$ cat config.mk
export PLATFORM = sky130hd
export DESIGN_NAME = collatz_engine
export DESIGN_NICKNAME = d
export VERILOG_FILES = /design/src/rtl/collatz_pkg.sv /design/src/rtl/collatz_step.sv /design/src/rtl/collatz_engine.sv
export SDC_FILE = /design/constraint.sdc
export NUM_CORES = 1
export LEC_CHECK = 0
export BUFFER_PORTS_ARGS = -buffer_cell sky130_fd_sc_hd__buf_4
export CAP_MARGIN = 20
export CORE_MARGIN = 2
export CORE_UTILIZATION = 57
export DETAILED_ROUTE_END_ITERATION = 8
export PLACE_DENSITY = 0.8
export SKIP_LAST_GASP = 1
export SYNTH_ARGS = -nofsm -noshare
export SYNTH_HDL_FRONTEND = slang
export SYNTH_SLANG_ARGS = --single-unit
$ cat constraint.sdc
create_clock -name clk -period 13.6 [get_ports clk]
set_clock_uncertainty 0.1 [all_clocks]
set_input_delay 2.72 -clock clk [delete_from_list [all_inputs] [get_ports clk]]
set_output_delay 2.72 -clock clk [all_outputs]
set_load 0.02 [all_outputs]
$ cat src/rtl/collatz_pkg.sv
// collatz_pkg: shared types and constants for the Collatz iteration engine.
//   state_t  - engine FSM states (IDLE / RUN / DONE)
//   status_t - terminal status codes reported on the status port
//   STATUS_W - width of the status port
package collatz_pkg;

    localparam int STATUS_W = 2;

    typedef enum logic [1:0] {
        S_IDLE = 2'd0,
        S_RUN  = 2'd1,
        S_DONE = 2'd2
    } state_t;

    typedef enum logic [STATUS_W-1:0] {
        ST_OK       = 2'd0,
        ST_ERR_ZERO = 2'd1,
        ST_OVERFLOW = 2'd2,
        ST_TIMEOUT  = 2'd3
    } status_t;

endpackage

$ cat src/rtl/collatz_step.sv
// collatz_step: one combinational Collatz step.
//   cur  [WIDTH-1:0] in  - current value
//   next [WIDTH-1:0] out - cur/2 if even, else 3*cur+1 (low WIDTH bits)
//   ovf              out - 3*cur+1 does not fit in WIDTH bits
module collatz_step #(
    parameter int WIDTH = 32
) (
    input  logic [WIDTH-1:0] cur,
    output logic [WIDTH-1:0] next,
    output logic             ovf
);

    // 3*cur+1 needs at most two extra bits; 2*cur is built by concatenation.
    logic [WIDTH+1:0] triple;

    assign triple = {2'b00, cur} + {1'b0, cur, 1'b0} + (WIDTH+2)'(1);
    assign next   = cur[0] ? triple[WIDTH-1:0] : {1'b0, cur[WIDTH-1:1]};
    assign ovf    = cur[0] & (|triple[WIDTH+1:WIDTH]);

endmodule

$ cat src/rtl/collatz_engine.sv
// collatz_engine: Collatz iteration engine, one step per clock.
// Optional feature macro: COLLATZ_PEAK_EN builds the peak tracker; without
// it the peak port is tied to 0.
// Ports:
//   clk, reset      - clock (rising edge), synchronous active-high reset
//   go, n           - start pulse and seed (n sampled only when go=1)
//   dout, steps     - current value and steps taken since load
//   peak            - largest value in the trajectory (incl. seed)
//   busy, done      - high in RUN / high in DONE
//   status          - OK / ERR_ZERO / OVERFLOW / TIMEOUT, valid while done
//   fsm_state       - current FSM state, for observation only
// Handshake: go is a level sampled every clock with no ready back-pressure;
// a cycle with go=1 always loads n, in every state, aborting any run in
// progress. done stays high until the next accepted go or reset.
module collatz_engine
    import collatz_pkg::*;
#(
    parameter int WIDTH = 32,
    parameter int STEPW = 16
) (
    input  logic                clk,
    input  logic                reset,
    input  logic                go,
    input  logic [WIDTH-1:0]    n,
    output logic [WIDTH-1:0]    dout,
    output logic [STEPW-1:0]    steps,
    output logic [WIDTH-1:0]    peak,
    output logic                busy,
    output logic                done,
    output logic [STATUS_W-1:0] status,
    output state_t              fsm_state
);

    localparam logic [STEPW-1:0] STEP_LIMIT = {STEPW{1'b1}};

    logic [WIDTH-1:0] next;
    logic             ovf;
    logic [STEPW-1:0] steps_inc;

    collatz_step #(.WIDTH(WIDTH)) u_step (
        .cur  (dout),
        .next (next),
        .ovf  (ovf)
    );

    assign steps_inc = steps + STEPW'(1);

    always_ff @(posedge clk) begin
        if (reset) begin
            fsm_state <= S_IDLE;
            dout      <= '0;
            steps     <= '0;
            status    <= ST_OK;
            busy      <= 1'b0;
            done      <= 1'b0;
        end else if (go) begin
            dout   <= n;
            steps  <= '0;
            status <= ST_OK;
            if (n == '0) begin
                fsm_state <= S_DONE;
                status    <= ST_ERR_ZERO;
                busy      <= 1'b0;
                done      <= 1'b1;
            end else if (n == WIDTH'(1)) begin
                fsm_state <= S_DONE;
                busy      <= 1'b0;
                done      <= 1'b1;
            end else begin
                fsm_state <= S_RUN;
                busy      <= 1'b1;
                done      <= 1'b0;
            end
        end else if (fsm_state == S_RUN) begin
            if (ovf) begin
                // dout/steps keep the last value that fit.
                fsm_state <= S_DONE;
                status    <= ST_OVERFLOW;
                busy      <= 1'b0;
                done      <= 1'b1;
            end else begin
                dout  <= next;
                steps <= steps_inc;
                // Reaching 1 wins over the step limit on the same step.
                if (next == WIDTH'(1)) begin
                    fsm_state <= S_DONE;
                    status    <= ST_OK;
                    busy      <= 1'b0;
                    done      <= 1'b1;
                end else if (steps_inc == STEP_LIMIT) begin
                    fsm_state <= S_DONE;
                    status    <= ST_TIMEOUT;
                    busy      <= 1'b0;
                    done      <= 1'b1;
                end
            end
        end
    end

`ifdef COLLATZ_PEAK_EN
    logic [WIDTH-1:0] peak_q;

    // Follows exactly the load/advance conditions of the FSM above.
    always_ff @(posedge clk) begin
        if (reset) begin
            peak_q <= '0;
        end else if (go) begin
            peak_q <= n;
        end else if (fsm_state == S_RUN && !ovf && next > peak_q) begin
            peak_q <= next;
        end
    end

    assign peak = peak_q;
`else
    assign peak = '0;
`endif

endmodule
# After elaboration in Yosys (flattened, before gate mapping)
# Cells that the tools add are included.
# Widths: inputs -> output; s select.
word_totals:
  register_bits: 54
  inputBits: 35
  out_inout_bits: 86
  elab_cells: 55
op_classes:
  addsub: 3
  n_eq_ne: 5
  n_mux: 31
  n_bitwise: 2
  reduce_logical: 8
op_table:
  columns: ["op", "count"]
  rows:
  - ["$mux 32", 4]
  - ["$eq 32x1->1 const B", 2]
  - ["$add 32x33->34", 1]
  - ["$add 34x1->34 const B", 1]
  - ["$logic_not 32->1", 1]
  - ["$mux 2", 12]
  - ["$add 16x1->16 const B", 1]
  - ["$eq 16x16->1 const B", 1]
  - ["$mux 1", 15]
  - ["$reduce_and 2->1", 3]
  - ["$reduce_bool 4->1", 1]
  - ["$reduce_or 2->1", 2]
  - ["$eq 2x1->1 const B", 1]
  - ["$ne 2x2->1 const B", 1]
  - ["$reduce_bool 2->1", 1]
  - ["$and 1x1->1", 1]
  - ["$not 1->1", 1]

# Depth between registers and ports, before layout
# Gate-level depths: netlist of run 1.
depth:
  ltp_word: 8
  mapped_depth: 18
  ltp_nobuf: 12

# Modules after synthesis
# A second synthesis of run 1 with hierarchy kept.
hier_totals:
  cells_unflattened: 730
  area_unflattened_um2: 5230.0
by_module_without_submodules:
  columns: ["module", "n_inst", "cells_per_inst", "area_per_inst_um2", "seq_area_each_um2"]
  rows:
  - ["collatz_engine", 1, 404, 2921.6, 1041.0]
  - ["collatz_step", 1, 326, 2308.5, 0.0]

# Worst setup path after synthesis of run 1
# No wires, ideal clock.
synth_path:
  kind: "flip-flop to flip-flop"
  start: "reg dout[0]"
  end: "reg status[0]"
  setup_ns: 0.118
  arrival_ns: 4.188
  required_ns: 13.382
  setup_slack_ns: 9.194
  stages_incl_launch_ff: 17
  path_buffers: 4
  synth_period_minus_slack_ns: 4.406
  path_cell_list: "dfxtp_1 > buf_2 > inv_1 > clkbuf_1 > buf_1 > clkbuf_1 > ha_1 > nand2b_1 > a21oi_1 > o211ai_1 > and3_1 > a211oi_1 > o2111ai_1 > or4_4 > nor4b_4 > and4b_1 > nor3_1"
synth_via:
  elab_chain_cells: 8
  elab_cells_between_ends: 12
  cone_classes: "add/sub (2); eq/ne (1); mux (5); bitwise (1); reduce/logical (3)"
synth_rtl:
  columns: ["element", "line_no", "rtl"]
  rows:
  - ["start, declared", "collatz_engine.sv:25", "output logic [WIDTH-1:0] dout,"]
  - ["start signal, assigned", "collatz_engine.sv:57", "dout <= n;"]
  - ["start signal, assigned", "collatz_engine.sv:82", "dout <= next;"]
  - ["$add 32x33->34", "collatz_step.sv:16", "assign triple = {2'b00, cur} + {1'b0, cur, 1'b0} + (WIDTH+2)'(1);"]
  - ["$add 34x1->34", "collatz_step.sv:16", null]
  - ["$mux 32", "collatz_step.sv:17", "assign next = cur[0] ? triple[WIDTH-1:0] : {1'b0, cur[WIDTH-1:1]};"]
  - ["$eq 32x1->1", "collatz_engine.sv:85", "if (next == WIDTH'(1)) begin"]
  - ["$mux 2", "collatz_engine.sv:85", null]
  - ["$mux 2", "collatz_engine.sv:75", "if (ovf) begin"]
  - ["$mux 2", "collatz_engine.sv:74", "end else if (fsm_state == S_RUN) begin"]
  - ["$mux 2", "collatz_engine.sv:56", "end else if (go) begin"]
  - ["end signal, assigned", "collatz_engine.sv:59", "status <= ST_OK;"]
  - ["end signal, assigned", "collatz_engine.sv:78", "status <= ST_OVERFLOW;"]
  - ["end signal, assigned", "collatz_engine.sv:87", "status <= ST_OK;"]
  - ["end, declared", "collatz_engine.sv:30", "output logic [STATUS_W-1:0] status,"]
# Several ways; a longest one is shown, not always the timed one. The select of a mux whose other input is x is not followed.
# A chain may end at the register's enable or synchronous reset.

# Worst setup path after layout of run 1
layout_path:
  start: "reg dout[0]"
  end: "reg dout[31]"
layout_via:
  elab_chain_cells: 6
  elab_cells_between_ends: 10
  cone_classes: "add/sub (2); eq/ne (1); mux (4); bitwise (1); reduce/logical (2)"
layout_rtl:
  columns: ["element", "line_no"]
  rows:
  - ["$add 32x33->34", "collatz_step.sv:16"]
  - ["$add 34x1->34", "collatz_step.sv:16"]
  - ["$reduce_or 2->1 / $mux 32 (equally long branches)", "collatz_step.sv:18, collatz_step.sv:17"]
  - ["$and 1x1->1 / $mux 32 (equally long branches)", "collatz_step.sv:18, collatz_engine.sv:75"]
  - ["$ne 2x2->1 (no line) / $mux 32 (equally long branches)", null]
  - ["$reduce_and 2->1 (no line) / $mux 32 (equally long branches)", null]
# Several ways; a longest one is shown, not always the timed one. The select of a mux whose other input is x is not followed.

==> results of run 1 <==
==> where the power goes <==
group,leakage [nW],total [mW],switching (mW),internal [mW]
sequential,0.427,0.182,0.0195,0.162
clock,0.0414,0.0934,0.0566,0.0368
combinational,2.21,0.237,0.150,0.0871
==> layout by cell type (no fill, tap or decap), drive strengths merged, types with 8 or more instances in the layout <==
cell	netlist	routed
and3	14	14
o21ai	59	59
nand3	29	29
conb	1	32
nor2	68	68
a31oi	11	11
nand2b	8	8
nor3	30	30
a211oi	13	13
xor2	19	19
ha	37	37
buf	54	93
dfxtp	52	52
o211ai	9	9
a21oi	48	48
o21a	9	9
nor2b	8	8
mux2i	10	10
nand2	106	106
inv	17	17
nor4	10	10
nand4	18	18
and2	8	8
a21o	16	16
==> how the worst max path moves through the flow <==
stage               slack, ns                  from                     end  depth (start not counted)
finish                   9.12  dout[0]$_SDFFE_PP0P_   dout[31]$_SDFFE_PP0P_                         13
global route             8.83  dout[0]$_SDFFE_PP0P_   dout[31]$_SDFFE_PP0P_                         13
CTS                      9.20  dout[0]$_SDFFE_PP0P_   dout[31]$_SDFFE_PP0P_                         13
detailed placement       9.04                 n[11]  status[0]$_SDFFE_PP0P_                          8
global placement         9.11                 n[11]  status[0]$_SDFFE_PP0P_                          8
floorplan                9.19  dout[0]$_SDFFE_PP0P_  status[0]$_SDFFE_PP0P_                         16
==> kinds of logic (layout without fill, tap and decap cells) <==
family,Yosys count,in the layout,synth area share
adder cells (fa/ha/maj),38,38,0.0848
AO/OA/AOI/OAI,228,228,0.277
buffers and inverters,96,118,0.0966
flip-flops,52,52,0.183
multiplexers,15,15,0.0275
AND/OR/NAND/NOR,332,332,0.291
XOR/XNOR,26,26,0.0400
other,1,32,0.000658
==> worst max-delay path, delay by kind of cell, from the launching register on <==
kind	cells	cell delay, ns
adders and majority gates	1	0.33
and+or+nand+nor	3	0.29
AOI/OAI and AO/OA	7	2.47
DFF	1	0.33
buffers and inverters	2	0.83
==> metal layers <==
metal	GRT usage	up-vias	wire length, um
met3	0.0627	57	1490
met1	0.418	2849	7580
li1	-	2942	-
met5	0	-	0
met4	0.123	0	637
met2	0.514	333	7970
==> area by class of cell <==
| class | instances | area share |
|---|---|---|
| clock inverter | 2 | 0.00259 |
| inverter | 17 | 0.0101 |
| tap | 133 | 0.0265 |
| multi-input combinational | 671 | 0.672 |
| timing repair buffer | 93 | 0.112 |
| clock buffer | 6 | 0.0115 |
| sequential | 52 | 0.166 |
==> through the flow <==
stage               worst slack (ns)  cells  utilization  hold WS [ns]
finish                          9.12    974        0.646         0.471
CTS                             9.20    973        0.645         0.471
global placement                9.11    965        0.636         0.441
global route                    8.83    974        0.646         0.515
detailed placement              9.04    965        0.636         0.453
floorplan                       9.19    819            -         0.514
==> registers in the layout (all words and copies together) (netlist names) <==
signal / flops
steps: 16
fsm_state: 1
status: 2
dout: 32
done: 1
==> results list, run 1 <==
- After technology mapping, the gate count stands at 788.
- Max Clock Freq: 223 MHz
- After detailed routing, the number of vias per cell comes to 6.35.
- Pwr Total: 0.512 mW
- Number of enable-type register cells in the synthesized netlist: 0
* Capture endpoint of the worst hold path: status[1]$_SDFFE_PP0P_
- The sequential cells in the finished layout cover a total of 0.00104 mm2.
* Sum of overflow across all layers after global routing: 0
- In this run the static leakage power is 2.68 nW.
- Area growth, synth to finish: 10.4%
* Via count of the first global-routing pass: 5721
* Normalized max-slew margin: 0.303
- The worst register-to-register path has a depth of 13.
- For this run, the post-layout net count is 913.
- Crit-path slowest cell: buf_4
- Port buffering added 88 buffers.
* Share of the clock period used by the worst path: 0.330
- Number of fill cells in the layout: 919
- List of most frequent post-synthesis cells: nand2_1 (106), nor2_1 (68), dfxtp_1 (52)
- Dominant synthesized flop cell: dfxtp_1
- First-pass GRT wire length: 28500 um
- Entering global routing, the biggest net connects 67 pins.
- Endpoint of the lowest-slack register-to-register path: dout[31]$_SDFFE_PP0P_
- Measured along the y axis, the die boundary spans 104 um.
- Final number of max-transition violations: 0
- GRT Resource Usage Total: 0.318
- The routed layout has 6181 vias.
* Min-delay src: status[1]$_SDFFE_PP0P_
- The largest single stage delay on the critical path is 0.49 ns.
* Worst endpoint required time: 13.71 ns
- The number of hold buffers added after CTS was 0.
- The number of hold violations in the final report was 0.
- Slack of the worst reg-to-reg path: 9.12 ns
* Max Fanout on Critical Path: 66
* Hold depth: 2
- The number of clock buffers added by TritonCTS is 5.
- Outcome: finished, final reports clean
* Category of the worst setup path capture point: flip-flop
- After legalization and detailed placement, the total HPWL measured 13500 um.
- Area of combinational cells with multiple inputs: 0.00422 mm2
* Final min period: 4.48 ns
- Unrepaired setup endpoints after global routing: false
- The cell area that synthesis handed to floorplanning was 0.00570 mm2.
* Most common cell in the synthesized netlist: nand2_1
- At the end of routability-driven placement, the weighted congestion stood at 0.964.
- 0 antenna diodes ended up in the layout.
* Share of layout cells above drive strength 1: 0.156
- For this configuration, the core starts out at a cell density of 0.586.
- Power per cell area: 81.5 mW/mm2
* Detail-routed net length per standard cell: 18.1 um
* Number of clock sinks seen by CTS: 52
- No sink is reached through more buffers than the 2 on the longest clock path.
- Die X-Extent: 104 um
- Arrival time of data at the critical path endpoint: 4.59 ns
- Buffers added to address setup during post-CTS repair amount to 0.
- Setup violations remaining at the end of the flow were counted as 0.
- Max-cap violations in this run came to 0.
* Clock slew at reported path FFs: 0.10 ns
- Core region area: 0.00973 mm2
- For this design the top-level I/O count stands at 121.
- STA classifies the critical path startpoint as a flip-flop.
* Sequential share of the synthesized area: 0.183
- The floorplan has 36 rows.
* Number of cells upsized or downsized after cts: 0
* Share of async-settable or async-resettable flops after synthesis: 0
- The floorplan step defined a die boundary enclosing 0.0108 mm2.
* H-tree depth: 2
* Number of warnings reported in the yosys synthesis log: 0
- Antenna Violating Nets Remaining: 0
* List of cells traversed by the critical path: buf_4 > ha_1 > nor2_1 > a21oi_1 > o211ai_1 > a31oi_1 > o31a_1 > a311oi_1 > a31o_2 > buf_4 > nor2_1 > a311oi_1 > nor3_1
- Root buffer cell: clkbuf_8
- At the pin with the least slew margin, the transition time is 1.03 ns.
* DRT iter0 DRCs: 452
- Number of iterations in the first detailed-routing pass: 5
- WL final: 17700 um
- The clock reaches the later pin of the worst-skew pair after 0.32 ns.
- In the routed design, unresolved DRC markers number 0.
* Startpoint of the worst-slack reg-to-reg timing path: dout[0]$_SDFFE_PP0P_
* Final Instance Area: 0.00629 mm2
- In this run the cell area measured after placement is 0.00619 mm2.
- Avg Inst Size Synth: 7.23 um2
- Flop and latch count out of synthesis: 52
- Top-area cell type share of the netlist area: 0.183
* TritonCTS clock tree: built
- Top post-synthesis cells by area: dfxtp_1 (18%), ha_1 (8.1%), nand2_1 (7.0%), buf_4 (4.7%), nor2_1 (4.5%)
* Post-Route Setup TNS: 0 ns
- The netlist uses 82 different library cells.
- In this run the worst hold path is classified as reg -> reg.
- Summed over all instances, the cell type with the most area after synthesis is dfxtp_1.
- Start-to-end type of the worst setup path: reg -> reg
- The initial antenna violation count was 0.
- IR analysis of the VDD net gives a maximum drop of 0.0507 mV.
No activity file was read; power rests on OpenSTA's default activity.
==> run 2, diff against run 1 <==
==> constraint.sdc (replaced) <==
create_clock -name clk -period 4.3 [get_ports clk]
set_clock_uncertainty 0.1 [all_clocks]
set_input_delay 0.86 -clock clk [delete_from_list [all_inputs] [get_ports clk]]
set_output_delay 0.86 -clock clk [all_outputs]
set_load 0.02 [all_outputs]
==> results list, run 2 (synthesis gave the netlist of run 1 again) <==
- The flow ran to the end, and the final reports show no timing, DRC or antenna violations.
- Number of setup violations in the final report: 0 (unchanged)
- The number of detailed-routing iterations run before antenna repair came to 5 (unchanged).
- Register with the most flip-flops: dout
- Final min period: 3.97 ns (-0.513 ns)
- The count of input and output buffers was 88 (unchanged).
- TritonCTS clock tree: built
- The share of total power consumed by net switching came to 0.446 (+0.00475).
- The x dimension of the die came to 104 um (unchanged).
- Post-Route Setup TNS: 0 ns (unchanged)
- From synthesis to final layout, the design area changed by 10.7%.
- The clock tree buffer depth is 2 (unchanged).
* First-pass GRT wire length: 29200 um (+2.3%)
- Share of layout cells above drive strength 1: 0.158 (+0.00219)
- Total via count in the routed design: 6199 (+0.29%)
* Start-to-end type of the worst setup path: reg -> reg
* Total placed instance area: 0.00621 mm2 (+0.44%)
- The net switching power was 0.736 mW (+230%).
- The reported max-cap violation count came to 0 (unchanged).
- The proportion of power drawn by flip-flops and latches came to 0.350 (-0.005).
- Worst Reg2Reg Path Length in Cells: 12 (-1)
- Total Nets Final: 914 (+0.11%)
- The data arrival time of the worst path is 4.05 ns (-0.54 ns).
* HPWL after DPL: 13900 um (+3.0%)
- Pin slew with the least headroom to its limit: 0.969 ns (-0.0640 ns)
- Initial Util: 0.586 (unchanged)
* CP Launch Point: dout[0]$_SDFFE_PP0P_
- Pin count of the biggest net entering global routing: 55 (-18%)
- DRC viols: 0 (unchanged)
- Clock power share: 0.187 (+0.005)
- The post-detailed-routing wire length was 18000 um (+1.8%).
* Final number of max-transition violations: 0 (unchanged)
* Normalized max-slew margin: 0.346 (+0.0432)
- The post-route antenna net violation count came to 0 (unchanged).
* Global route hottest layer: met2
- Number of buffers added for setup after CTS: 0 (unchanged)
- Number of top-level design ports: 121 (unchanged)
- Worst min path class: reg -> reg
- The power density normalized to cell area is 261 mW/mm2 (+220%).
* H-tree depth: 2 (unchanged)
- In the layout the commonest cells are nand2_1 (106), buf_4 (93), nor2_1 (68).
- Category of the worst setup path capture point: flip-flop
- Root buffer cell: clkbuf_8
* Maximum vdd ir drop: 0.151 mV (+200%)
- Number of antenna violations at the first check in global routing: 0 (unchanged)
- For hold timing, the worst endpoint is steps[1]$_SDFFE_PP0P_.
* Hold depth: 2 (unchanged)
- Fraction of met2 tracks used by global routing: 0.517 (+0.00329)
- The number of DRC violations after detailed-routing iteration 0 was 568 (+26%).
- The routability-driven placement congestion ratio is 0.987 (+2.4%).
* Die Outline Area: 0.0108 mm2 (unchanged)
* Endpoint of the lowest-slack register-to-register path: status[1]$_SDFFE_PP0P_
* Final Instance Area: 0.00631 mm2 (+0.34%)
- Via count of the first global-routing pass: 5732 (+0.19%)
- The residual overflow from global routing is 0 (unchanged).
- Number of buffers inserted by hold repair at cts: 0 (unchanged)
* Leak pwr: 2.69 nW (+0.44%)
* Number of fill cells in the layout: 899 (-2.2%)
* Type of element launching the critical path: flip-flop
* Max Fanout on Critical Path: 14 (-79%)
* Global-route met1 utilization: 0.460 (+0.0426)
- The number of hold violations in the final report was 0 (unchanged).
- The startpoint identified for the worst register-to-register timing path is dout[0]$_SDFFE_PP0P_.
- Min-delay src: steps[1]$_SDFFE_PP0P_
- The routed length per instance is 18.5 um (+1.7%).
* Minimum hold slack: 0.490 ns (+0.0183 ns)
* Core region area: 0.00973 mm2 (unchanged)
* Flip-flop count of the largest register, all copies and words added: 32 (unchanged)
* Number of cells upsized or downsized after cts: 0 (unchanged)
- Max Clock Freq: 252 MHz (+13%)
- Antenna diode count: 0 (unchanged)
- The part of the cycle the worst path needs was 0.923 (+0.593).
* Cell internal pwr: 0.913 mW (+220%)
- The final total power came to 1.65 mW (+220%).
* Die H: 104 um (unchanged)
- Clock Latency Late Sink: 0.32 ns (about the same)
* TritonCTS buffer count: 5 (unchanged)
- Clock slew at reported path FFs: 0.11 ns (about the same)
* Most common cell after layout, fill and taps aside: nand2_1
- The sink count of the clock tree was 52 (unchanged).
* Worst endpoint required time: 4.38 ns (-9.33 ns)
- The detail-routed via count per cell came to 6.36 (+0.19%).
* Number of placement rows: 36 (unchanged)
- Met3 Usage GRT: 0.0451 (-0.0175)
* Slack of the worst reg-to-reg path: 0.33 ns (-8.79 ns)
- GRT Resource Usage Total: 0.326 (+0.00771)
- Setup repair after global routing left no endpoint under its margin.
* Power share of the combinational group: 0.463 (about the same)
* Largest registers ranked by flip-flop count: dout: 32 flops, steps: 16 flops, status: 2 flops
## run 2: metrics by stage
stage	setup slack, ns	std cells	utilization
final	0.331	975	0.648
after global placement	0.411	967	0.639
after global routing	0.126	975	0.648
after CTS	0.434	975	0.648
after floorplan	0.0273	819	-
after detailed placement	0.455	967	0.639
## run 2: worst max path at each step
stage | to | slack (ns) | cells past startpoint
6_report | status[1]$_SDFFE_PP0P_ | 0.33 | 12
5_1_grt | status[1]$_SDFFE_PP0P_ | 0.13 | 12
4_1_cts | status[1]$_SDFFE_PP0P_ | 0.43 | 11
3_5_place_dp | status[1]$_SDFFE_PP0P_ | 0.45 | 12
3_3_place_gp | status[1]$_SDFFE_PP0P_ | 0.41 | 11
2_1_floorplan | status[0]$_SDFFE_PP0P_ | 0.03 | 16
## run 2: layout make-up
| cell class | count | area [um2] | area share |
|---|---|---|---|
| Inverter | 17 | 63.8 | 0.0101 |
| Multi-Input combinational cell | 671 | 4220 | 0.670 |
| Clock buffer | 5 | 68.8 | 0.0109 |
| Tap cell | 133 | 166 | 0.0264 |
| Timing Repair Buffer | 94 | 718 | 0.114 |
| Sequential cell | 52 | 1040 | 0.165 |
| Clock inverter | 3 | 25.0 | 0.00397 |
## run 2: power groups by stage
stage / clock, mW / combinational [mW] / sequential (mW)
after floorplan: 0 / 0.541 / 0.599
after global placement: 0 / 0.737 / 0.584
after detailed placement: 0 / 0.743 / 0.585
after CTS: 0.316 / 0.747 / 0.574
after global routing: 0.332 / 0.829 / 0.581
final: 0.309 / 0.763 / 0.577
## run 2: per-layer routing
metal  vias to the layer above  part of all wire
met5                         -                 0
met4                         0             0.021
met3                        34             0.091
met2                       319              0.45
met1                      2898              0.44
li1                       2948                 -
## run 2: worst max-delay path, stage by stage, from the launching register on
cell	delay, ns
dfxtp_2	0.49
inv_1	0.17
ha_1	0.31
nand2b_1	0.14
a21oi_1	0.38
o211ai_1	0.23
a31oi_1	0.49
nor4_1	0.11
a211oi_1	0.25
nor3b_1	0.46
nor4b_4	0.40
and3_1	0.24
nor3_2	0.04
